===== src/rtl/sb_pkg.sv =====
// Shared definitions for Gecko5 system-bus responders: FSM states, widths and window size.
package sb_pkg;

    localparam int unsigned SbWindowWords  = 16;
    localparam int unsigned SbScratchWords = SbWindowWords - 1;
    localparam int unsigned SbIndexW       = 4;
    localparam int unsigned SbCountW       = 5;
    localparam int unsigned SbBurstW       = 8;

    typedef enum logic [2:0] {
        StIdle,
        StRead,
        StRdEnd,
        StWrite,
        StErr,
        StWdrain
    } sb_state_e;

    // True when a burst starting at index would run past the last word of the window.
    function automatic logic burst_overruns(input logic [SbIndexW-1:0] index,
                                            input logic [SbBurstW-1:0] burst);
        logic [SbBurstW:0] last_index;
        last_index = {{(SbBurstW + 1 - SbIndexW){1'b0}}, index} + {1'b0, burst};
        return last_index > (SbBurstW + 1)'(SbWindowWords - 1);
    endfunction

endpackage


===== src/rtl/sb_byte_merge.sv =====
// Combinational byte-lane merge: enabled lanes take the new data, others keep the old word.
module sb_byte_merge #(
    parameter int unsigned Bytes = 4
) (
    input  logic [8*Bytes-1:0] old_word_i,
    input  logic [8*Bytes-1:0] new_word_i,
    input  logic [Bytes-1:0]   byte_en_i,
    output logic [8*Bytes-1:0] merged_o
);

    always_comb begin
        merged_o = old_word_i;
        for (int unsigned b = 0; b < Bytes; b++) begin
            if (byte_en_i[b]) begin
                merged_o[8*b +: 8] = new_word_i[8*b +: 8];
            end
        end
    end

endmodule


===== src/rtl/sb_debug_mailbox.sv =====
// Debug mailbox responder: 15 scratch words plus a read-only ID word on the system bus.
// Define SB_DEBUG_MAILBOX_DOORBELL_EN to add irq_o, raised by writes to word 0.
module sb_debug_mailbox
    import sb_pkg::*;
#(
    parameter logic [31:0] BASE_ADDR = 32'h5000_0000,
    parameter logic [31:0] ID_VALUE  = 32'hDB60_0001
) (
    input  logic        sb_clock_i,
    input  logic        sb_reset_n_i,
    input  logic        sb_begin_transaction_i,
    input  logic [31:0] sb_address_data_i,
    input  logic [3:0]  sb_byte_enables_i,
    input  logic [7:0]  sb_burst_size_i,
    input  logic        sb_read_n_write_i,
    input  logic        sb_data_valid_i,
    input  logic        sb_end_transaction_i,
    input  logic        sb_busy_i,
    output logic [31:0] sb_address_data_o,
    output logic        sb_data_valid_o,
    output logic        sb_end_transaction_o,
    output logic        sb_error_o,
    output logic        sb_busy_o
`ifdef SB_DEBUG_MAILBOX_DOORBELL_EN
    ,
    output logic        irq_o
`endif
);

    localparam logic [SbIndexW-1:0] IdIndex = SbIndexW'(SbScratchWords);

    sb_state_e             state_q, state_d;
    logic [SbIndexW-1:0]   index_q, index_d;
    logic [SbCountW-1:0]   count_q, count_d;
    logic [3:0]            be_q, be_d;
    logic                  rnw_q, rnw_d;
    logic [31:0]           mailbox_q [SbScratchWords];

    logic [31:0]           rdata_q, rdata_d;
    logic                  valid_q, valid_d;
    logic                  end_q, end_d;
    logic                  err_q, err_d;

    logic                  select;
    logic                  wr_en;
    logic [31:0]           cur_word;
    logic [31:0]           next_word;
    logic [31:0]           merged_word;

    assign select = sb_begin_transaction_i && (sb_address_data_i[31:6] == BASE_ADDR[31:6]);

    always_comb begin
        cur_word = (index_q == IdIndex) ? ID_VALUE : mailbox_q[index_q];
    end

    always_comb begin
        next_word = (index_d == IdIndex) ? ID_VALUE : mailbox_q[index_d];
    end

    sb_byte_merge #(
        .Bytes(4)
    ) u_byte_merge (
        .old_word_i(cur_word),
        .new_word_i(sb_address_data_i),
        .byte_en_i (be_q),
        .merged_o  (merged_word)
    );

    always_comb begin
        state_d = state_q;
        index_d = index_q;
        count_d = count_q;
        be_d    = be_q;
        rnw_d   = rnw_q;
        wr_en   = 1'b0;

        unique case (state_q)
            StIdle: begin
                if (select) begin
                    index_d = sb_address_data_i[5:2];
                    be_d    = sb_byte_enables_i;
                    rnw_d   = sb_read_n_write_i;
                    count_d = SbCountW'(sb_burst_size_i[SbIndexW-1:0]) + SbCountW'(1);
                    if (burst_overruns(sb_address_data_i[5:2], sb_burst_size_i)) begin
                        state_d = StErr;
                    end else if (sb_read_n_write_i) begin
                        state_d = StRead;
                    end else begin
                        state_d = StWrite;
                    end
                end
            end
            StRead: begin
                if (!sb_busy_i) begin
                    if (count_q == SbCountW'(1)) begin
                        state_d = StRdEnd;
                    end else begin
                        index_d = index_q + SbIndexW'(1);
                        count_d = count_q - SbCountW'(1);
                    end
                end
            end
            StRdEnd: begin
                state_d = StIdle;
            end
            StWrite: begin
                // Beats past the burst length arrive with count_q == 0 and are dropped.
                if (sb_data_valid_i && (count_q != '0)) begin
                    wr_en   = (index_q != IdIndex);
                    index_d = index_q + SbIndexW'(1);
                    count_d = count_q - SbCountW'(1);
                end
                if (sb_end_transaction_i) begin
                    state_d = StIdle;
                end
            end
            StErr: begin
                if (rnw_q || sb_end_transaction_i) begin
                    state_d = StIdle;
                end else begin
                    state_d = StWdrain;
                end
            end
            StWdrain: begin
                if (sb_end_transaction_i) begin
                    state_d = StIdle;
                end
            end
            default: begin
                state_d = StIdle;
            end
        endcase

        // Outputs are registered, so they are decoded from the state being entered.
        valid_d = (state_d == StRead);
        rdata_d = valid_d ? next_word : '0;
        end_d   = (state_d == StRdEnd) || (state_d == StErr);
        err_d   = (state_d == StErr);
    end

    always_ff @(posedge sb_clock_i) begin
        if (!sb_reset_n_i) begin
            state_q <= StIdle;
            index_q <= '0;
            count_q <= '0;
            be_q    <= '0;
            rnw_q   <= 1'b0;
            rdata_q <= '0;
            valid_q <= 1'b0;
            end_q   <= 1'b0;
            err_q   <= 1'b0;
            for (int unsigned i = 0; i < SbScratchWords; i++) begin
                mailbox_q[i] <= '0;
            end
        end else begin
            state_q <= state_d;
            index_q <= index_d;
            count_q <= count_d;
            be_q    <= be_d;
            rnw_q   <= rnw_d;
            rdata_q <= rdata_d;
            valid_q <= valid_d;
            end_q   <= end_d;
            err_q   <= err_d;
            if (wr_en) begin
                mailbox_q[index_q] <= merged_word;
            end
        end
    end

    assign sb_address_data_o    = rdata_q;
    assign sb_data_valid_o      = valid_q;
    assign sb_end_transaction_o = end_q;
    assign sb_error_o           = err_q;
    assign sb_busy_o            = 1'b0;

`ifdef SB_DEBUG_MAILBOX_DOORBELL_EN
    logic irq_q, irq_d;

    // A doorbell ring and an acknowledge in the same cycle leave the doorbell raised.
    always_comb begin
        irq_d = irq_q;
        if ((state_q == StRead) && !sb_busy_i && (index_q == '0)) begin
            irq_d = 1'b0;
        end
        if (wr_en && (index_q == '0) && (be_q != '0)) begin
            irq_d = 1'b1;
        end
    end

    always_ff @(posedge sb_clock_i) begin
        if (!sb_reset_n_i) begin
            irq_q <= 1'b0;
        end else begin
            irq_q <= irq_d;
        end
    end

    assign irq_o = irq_q;
`endif

endmodule


===== config.mk =====
export PLATFORM = sky130hd
export DESIGN_NAME = sb_debug_mailbox
export DESIGN_NICKNAME = d
export VERILOG_FILES = /design/src/rtl/sb_pkg.sv /design/src/rtl/sb_byte_merge.sv /design/src/rtl/sb_debug_mailbox.sv
export SDC_FILE = /design/constraint.sdc
export NUM_CORES = 1
export LEC_CHECK = 0
export BUFFER_PORTS_ARGS = -buffer_cell sky130_fd_sc_hd__buf_2
export CORE_UTILIZATION = 47
export CTS_CLUSTER_SIZE = 14
export DETAILED_ROUTE_END_ITERATION = 8
export SLEW_MARGIN = 20
export SYNTH_ARGS = -nofsm -noshare
export SYNTH_HDL_FRONTEND = slang
export SYNTH_SLANG_ARGS = --single-unit

===== constraint.sdc =====
create_clock -name sb_clock_i -period 4 [get_ports sb_clock_i]
set_input_delay 0.6 -clock sb_clock_i [delete_from_list [all_inputs] [get_ports sb_clock_i]]
set_output_delay 0.6 -clock sb_clock_i [all_outputs]
set_load 0.01 [all_outputs]

==> results.py, run 1 <==
metrics = {
    "logic_synthesis": {
        "synth_simple_gate_area_share_pct": 20.58,
        "synth_flop_cell": "edfxtp_1",
        "ys_seq_area_share_pct": 62.13,
        "synth-compound-area-share_pct": 9.592,
        "synth_top_family_by_area": "simple AND/OR/NAND/NOR gates",
        "synth_top_area_share_pct": 58.13,
        "synth.area.mux_share_pct": 3.279,
        "synthAdderAreaFrac_pct": 0.6067,
        "synth_area_leader_cell": "edfxtp_1",
        "netlist_area_sq_um": 25980,
        "ys_types": 75,
        "synth_edf_count": 503,
        "synth_seq_cells": 555,
        "synth-xor-area-share_pct": 0.06741,
        "ys_top_cells_by_area": "edfxtp_1 58%, and3_1 6.0%, and2_1 5.0%",
        "avgSynthCellArea_sq_um": 11.55,
        "synthCells": 2250,
        "yosys_warnings": 0,
        "async_reset_ff_share_pct": 0,
    },
    "pwr": {
        "p_int_w": 0.009973,
        "clkPwrFrac_pct": 43.9,
        "p_comb_share_pct": 3.7,
        "ir_worst_vdd_mv": 0.3436,
        "seqPwrFrac_pct": 52.4,
        "finalPower_w": 0.01266,
        "leakage_nw": 12.18,
        "p_sw_w": 0.002685,
        "power.density_nw_per_um2": 420.7,
        "p_sw_share_pct": 21.21,
    },
    "clock_tree": {
        "clk_path_buf_depth": 3,
        "ctsHoldBuffers": 0,
        "clk_pin_slew_worst_paths_ns": 0.06,
        "h-tree-depth": 2,
        "post_cts_resized": 0,
        "cts.sinks": 555,
        "cts_tree": "done",
        "insertion_delay_ns": 0.62,
        "post_cts_buffers": 0,
        "cts-root-buf": "clkbuf_16",
        "numCtsBuffers": 59,
    },
    "worst_hold_path": {
        "hold_depth": 3,
        "holdCritPathClass": "primary input to register",
        "hold_end": "be_q[1]",
        "min_from": "sb_byte_enables_i[1]",
    },
    "finish": {
        "final_cells": 3147,
        "nFillCells": 4649,
        "multi_input_area_sq_um": 8995,
        "nets": 2467,
        "n_antenna_cell": 0,
        "areaGrowthSynthToFinish_pct": 15.79,
        "layout-drive-gt1-share_pct": 16.73,
        "utilization_pct": 55.47,
        "final-seq-area_sq_um": 16150,
    },
    "routing": {
        "wl_per_cell_microns": 25.21,
        "drtIter0Drc": 2012,
        "wirelength_mm": 79.35,
        "via_per_inst": 6.028,
        "ant_nets": 0,
        "drcViolationCount": 0,
        "dr_total_vias": 18970,
        "firstDrtPassIters": 6,
    },
    "timing": {
        "hold_viol_final": 0,
        "drv_slew": 0,
        "period_share_pct": 93.60,
        "finalSetupViolations": 0,
        "tightest_slew_ns": 0.9554,
        "min_period_ns": 3.744,
        "holdWs_ns": 0.2369,
        "fin_skew_ns": 0.02308,
        "relSlewSlack_pct": 36.18,
        "timing.fmax_mhz": 267.1,
        "rsz0062_at_grt": "no",
    },
    "floorplanning": {
        "die_area_sq_um": 56230,
        "die_h_microns": 237.1,
        "num_rows": 85,
        "initial_core_util_pct": 47.91,
        "ios": 87,
        "dieWidth_microns": 237.1,
        "core_area_sq_um": 54240,
    },
    "critical_path": {
        "crit_type": "register to register",
        "crit_fanout": 46,
        "reg2reg_depth": 12,
        "cp.required_ns": 4.49,
        "cp-end-kind": "register",
        "cp.arrival_ns": 4.23,
        "critPathLaunch": "count_q[1]",
        "cp_cell_sequence": "inv_1 -> ha_1 -> nor4b_4 -> o32a_1 -> o22ai_2 -> a211oi_4 -> buf_12 -> buf_4 -> mux2i_1 -> o221ai_1 -> a31oi_1 -> a211oi_1",
        "worstReg2RegEnd": "sb_address_data_o[11]",
        "slowest_delay_ns": 0.64,
        "r2r_start": "count_q[1]",
        "crit_path_top_delay_cell": "o32a_1",
        "reg2reg_slack_ns": 0.26,
        "cp-start-kind": "register",
    },
    "job": {
        "cap_violations": 0,
    },
    "placed_design": {
        "io_buffer_count": 85,
        "dpl.cell_count": 3039,
        "dp_hpwl_mm": 53.24,
        "gp_congestion": 0.8902,
    },
    "run_status": {
        "status": "completed",
    },
    "global_route": {
        "grt_use_total_pct": 28.34,
        "grt_max_degree": 85,
        "antenna_found_initial": 0,
        "grt_pass1_vias": 18780,
        "grt_pass1_wl_mm": 118.7,
        "gr-total-overflow": 0,
    },
}
[worst max path at each step]
stage | endpoint | cells after the start
finish | sb_address_data_o[11] | 12
CTS | sb_address_data_o[11] | 12
global route | sb_address_data_o[11] | 12
detailed placement | sb_address_data_o[11] | 12
global placement | sb_address_data_o[11] | 12
floorplan | sb_address_data_o[22] | 11
[metal layers]
layer | share of wire, % | up-vias | routed length, microns | track usage [%]
met3 | 7.7 | 160 | 6122 | 3.960
met4 | 3.7 | 0 | 2918 | 10.99
met5 | 0 | - | 0 | 0
li1 | - | 8566 | - | -
met2 | 47 | 830 | 37310 | 45.84
met1 | 42 | 9413 | 32990 | 38.84
[cell families (layout without fill, tap and decap cells)]
family,count (synthesis),after routing
AO/OA/AOI/OAI,365,365
adder cells (fa/ha/maj),12,12
other,1,24
multiplexers,83,83
flip-flops,555,555
AND/OR/NAND/NOR,1016,1016
buffers and inverters,216,394
XOR/XNOR,2,2
[power groups by stage]
stage | sequential, W | clock (W) | combinational [W]
2_1_floorplan | 0.00673 | 0 | 0.000220
3_3_place_gp | 0.00675 | 0 | 0.000460
3_5_place_dp | 0.00675 | 0 | 0.000466
4_1_cts | 0.00663 | 0.00559 | 0.000468
5_1_grt | 0.00665 | 0.00582 | 0.000504
6_report | 0.00663 | 0.00556 | 0.000469
[final cells by class]
class,instances,share of cell area [%]
clock inverter,31,1.098
multi-input combinational,1502,29.90
clock buffer,77,5.365
inverter,14,0.1747
timing repair buffer,272,6.911
tap,696,2.894
sequential,555,53.66
[flip-flops by register name, summed over array words and instances (netlist names)]
signal and cells:
rnw_q 1, state_q 3, sb_address_data_o 32, sb_error_o 1, be_q 4, count_q 5, sb_end_transaction_o 1, sb_data_valid_o 1
mailbox_q 503, index_q 4
[stage by stage]
step	setup TNS, ns	setup WS, ns	cell area (sq um)
after floorplan	0	1.010	26070
after global placement	0	0.01576	28140
after detailed placement	-0.01498	-0.01498	28140
after CTS	0	0.3330	30090
after global routing	0	0.1030	30090
final	0	0.2562	30090
[synth_stat cells (3+ instances only)]
cell type,instances
mux2_1,9
o21ai_0,58
a31oi_1,71
buf_4,17
buf_2,31
o2111ai_1,3
o31ai_1,23
o22a_1,8
nor4_1,9
a21boi_0,5
o211ai_1,10
nor3_1,67
and3_1,250
nor2_1,93
a21oi_1,73
nand4_1,4
mux2i_1,66
nand2_1,306
ha_1,11
dfxtp_1,52
nor2b_1,8
or2_2,3
edfxtp_1,503
and2_1,206
mux2_2,8
and4_1,11
a211oi_2,17
o221ai_1,31
buf_6,7
o22ai_1,10
o21ai_1,22
a211oi_1,9
inv_1,13
clkbuf_1,140
buf_1,6
or3_1,25
nand3_1,16
[critical path, delay by kind of cell (launching register included)]
kind / cells / cell delay [ns]
muxes: 1 / 0.21
AOI/OAI and AO/OA: 6 / 1.80
and+or+nand+nor: 1 / 0.28
DFF: 1 / 0.33
buffers and inverters: 3 / 0.67
adders and majority gates: 1 / 0.25
[layout by cell type, fill, tap and decap left out, drive strengths merged, types with 4 or more instances in the layout]
master / instances
dfxtp: 52
clkbuf: 77
o221a: 4
nand2: 308
a211oi: 27
a21oi: 73
nor2b: 8
o31ai: 24
nor3: 68
buf: 272
and3: 250
nor4b: 4
o22a: 8
or3: 25
o221ai: 31
ha: 11
nand4: 4
a31oi: 71
inv: 14
nor4: 9
edfxtp: 503
clkinv: 21
mux2i: 66
and4: 11
nand3: 16
bufinv: 7
mux2: 17
o22ai: 12
and2: 206
o21ai: 80
o211ai: 10
a21boi: 6
conb: 24
nor2: 93
No activity file was read; power rests on OpenSTA's default activity.
==> inputs of run 2 (changes only) <==
- CORE_MARGIN: unset -> 3
- SYNTH_HIERARCHICAL: unset -> 1
==> run 2 against run 1 <==
Non-clock buffer count down 35; combinational power up 12%; sequential share of layout area down 5.6 points; critical endpoint is now sb_address_data_o[0]; synthesized cell count up 8.4%; routed wire length up 26%; final area up 14%; count of clock-buffer cells in the layout up 4; clock power up 4.3%; die area up 18%; maximum frequency down 0.55%; hold slack worse by 0.024 ns; critical path depth down 2.
==> results.py, run 2 <==
metrics = {
    "floorplanning": {
        "die_h_microns": 257.7,
        "die_area_sq_um": 66390,
        "core_area_sq_um": 62170,
        "ios": 87,
        "num_rows": 91,
        "initial_core_util_pct": 47.88,
        "dieWidth_microns": 257.7,
    },
    "timing": {
        "fin_skew_ns": 0.01807,
        "holdWs_ns": 0.2126,
        "period_share_pct": 94.11,
        "fin_tns_setup_ns": 0,
        "drv_slew": 0,
        "min_period_ns": 3.765,
        "finalSetupViolations": 0,
        "hold_viol_final": 0,
        "timing.fmax_mhz": 265.6,
        "tightest_slew_ns": 1.116,
        "setup_ws_ns": 0.2354,
        "relSlewSlack_pct": 25.42,
        "rsz0062_at_grt": "no",
    },
    "placed_design": {
        "post_dp_cell_area_sq_um": 32110,
        "gp_congestion": 0.9005,
        "dpl_worst_slack_ns": 0.004102,
        "dpl.cell_count": 3324,
        "dp_hpwl_mm": 59.92,
        "io_buffer_count": 85,
    },
    "global_route": {
        "met3_usage_pct": 5.766,
        "grt_pass1_vias": 21750,
        "met1_usage_pct": 41.26,
        "grt_pass1_wl_mm": 145.7,
        "use_met2_pct": 47.45,
        "gr-total-overflow": 0,
        "antenna_found_initial": 5,
        "grt_use_total_pct": 29.91,
        "top_usage_layer": "met2",
        "grt_max_degree": 88,
    },
    "pwr": {
        "ir_worst_vdd_mv": 0.3349,
        "power.density_nw_per_um2": 382.9,
        "clkPwrFrac_pct": 44.4,
        "p_sw_share_pct": 22.31,
        "p_sw_w": 0.002919,
        "p_comb_share_pct": 4.0,
        "leakage_nw": 12.72,
        "p_int_w": 0.01016,
        "seqPwrFrac_pct": 51.6,
    },
    "run_status": {
        "status": "completed",
    },
    "critical_path": {
        "crit_top_cell": "buf_4",
        "cp_cell_sequence": "nor4_1 -> buf_4 -> nand4_1 -> nor2_1 -> buf_4 -> buf_4 -> a221oi_4 -> mux4_2 -> a2111oi_1 -> a2111oi_2",
        "critPathLaunch": "state_q[2]",
        "cp-end-kind": "register",
        "slowest_delay_ns": 0.73,
        "worstReg2RegEnd": "sb_address_data_o[0]",
        "crit_type": "register to register",
        "crit_end": "sb_address_data_o[0]",
        "crit_fanout": 6,
        "crit_path_top_delay_cell": "a2111oi_1",
        "cp-start-kind": "register",
        "reg2reg_slack_ns": 0.24,
        "r2r_start": "state_q[2]",
        "cp.required_ns": 4.48,
        "reg2reg_depth": 10,
        "cp.arrival_ns": 4.24,
    },
    "job": {
        "cap_violations": 0,
    },
    "logic_synthesis": {
        "synth_edf_count": 512,
        "netlist_area_sq_um": 29770,
        "synth_seq_cells": 564,
        "yosys_warnings": 6,
        "ys_types": 68,
        "yosysMostFrequentCell": "edfxtp_1",
        "synth_top_area_share_pct": 51.65,
        "synth_flop_cell": "edfxtp_1",
        "avgSynthCellArea_sq_um": 12.20,
        "async_reset_ff_share_pct": 0,
        "ys_top_cells_by_area": "edfxtp_1 52%, and2_1 10%, mux4_2 9.9%",
        "ys_seq_area_share_pct": 55.15,
        "synthTopCellsByCount": "512 x edfxtp_1, 494 x and2_1, 336 x nand2_1, 136 x clkbuf_1, 134 x a21oi_1",
        "synth_area_leader_cell": "edfxtp_1",
        "synthCells": 2440,
    },
    "finish": {
        "nFillCells": 5211,
        "largest_register_ffs": 512,
        "regMostFlops": "mailbox_q",
        "fin_area_sq_um": 34160,
        "layout-drive-gt1-share_pct": 21.55,
        "nets": 2613,
        "areaGrowthSynthToFinish_pct": 14.77,
        "final_cells": 3441,
        "final_cell_mix": "512 x edfxtp_1, 494 x and2_1, 336 x nand2_1",
        "layout_commonest_cell": "edfxtp_1",
    },
    "clock_tree": {
        "clk_pin_slew_worst_paths_ns": 0.06,
        "ctsHoldBuffers": 0,
        "h-tree-depth": 2,
        "numCtsBuffers": 61,
        "cts_tree": "done",
        "clk_path_buf_depth": 3,
        "cts-root-buf": "clkbuf_16",
        "cts.sinks": 564,
        "insertion_delay_ns": 0.65,
    },
    "routing": {
        "firstDrtPassIters": 5,
        "ant_nets": 0,
        "drtIter0Drc": 2717,
        "dr_total_vias": 21660,
        "via_per_inst": 6.295,
        "wl_per_cell_microns": 29.00,
        "wirelength_mm": 99.78,
        "drcViolationCount": 0,
    },
    "worst_hold_path": {
        "holdCritPathClass": "primary input to register",
    },
}
[run 2: changes by cell type after synthesis, sizes merged, moves of 32 or more]
| cell | change |
|---|---|
| a21oi | +63 |
| a31oi | -40 |
| and2 | +288 |
| and3 | -248 |
| mux4 | +131 |
| nor2 | -58 |
| nor4 | +37 |
| o21ai | -34 |
| o22ai | +32 |
[run 2: kinds of logic after synthesis]
logic type / Yosys count / share of synthesized area, %
compound gates: 354 / 7.772
xor+xnor: 2 / 0.05886
fa+ha+maj: 12 / 0.5296
buf+inv: 236 / 3.476
flops: 564 / 55.15
mux: 268 / 15.11
other cells: 1 / 0.01260
simple gates: 1003 / 17.90
[run 2: worst min path at each step]
stage                                    start  endpoint  slack (ns)  depth (start not counted)
after detailed placement                 rnw_q     rnw_q        0.47                          2
after global routing      sb_byte_enables_i[2]   be_q[2]        0.21                          3
after floorplan                          rnw_q     rnw_q        0.44                          2
after CTS                 sb_byte_enables_i[3]   be_q[3]        0.19                          3
after global placement                   rnw_q     rnw_q        0.46                          2
final                     sb_byte_enables_i[3]   be_q[3]        0.21                          3
[run 2: per-stage QoR]
stage,total power (W),util [%]
floorplan,0.007124,-
global placement,0.007371,51.65
detailed placement,0.007389,51.65
CTS,0.01312,54.94
global route,0.01342,54.95
finish,0.01308,54.95
[run 2: power by group through the flow]
stage	logic [W]	clock network [W]	registers, W
global route	0.000555	0.00609	0.00678
finish	0.000524	0.00580	0.00675
floorplan	0.000284	0	0.00684
CTS	0.000517	0.00585	0.00675
detailed placement	0.000516	0	0.00687
global placement	0.000511	0	0.00686
[run 2: cell type report]
type,count,area (sq um),area share [%]
diodes,1,2.502,0.007325
clock buffers,81,1673,4.897
clock inverters,35,372.9,1.091
inverters,14,52.55,0.1538
multi-input cells,1672,12760,37.35
flip-flops and latches,564,16430,48.08
well taps,837,1047,3.065
repair buffers,237,1829,5.355
[run 2: critical path, delay by kind of cell, from the launching register on]
| kind | cells | cell delay [ns] |
|---|---|---|
| compound gates | 3 | 1.43 |
| buf+inv | 3 | 0.48 |
| flops | 1 | 0.59 |
| mux | 1 | 0.58 |
| simple gates | 3 | 0.52 |
[run 2: repair_timing]
action	4_1_cts	5_1_grt
setup buffers	0	0
resized for setup	0	1
setup endpoints to repair	0	1
hold endpoints to repair	0	0
[run 2: per-layer routing]
layer | wire length [microns] | part of all wire (%)
met5 | 13 | 0.013
met1 | 39580 | 40
met3 | 10020 | 10
met2 | 46400 | 47
met4 | 3765 | 3.8
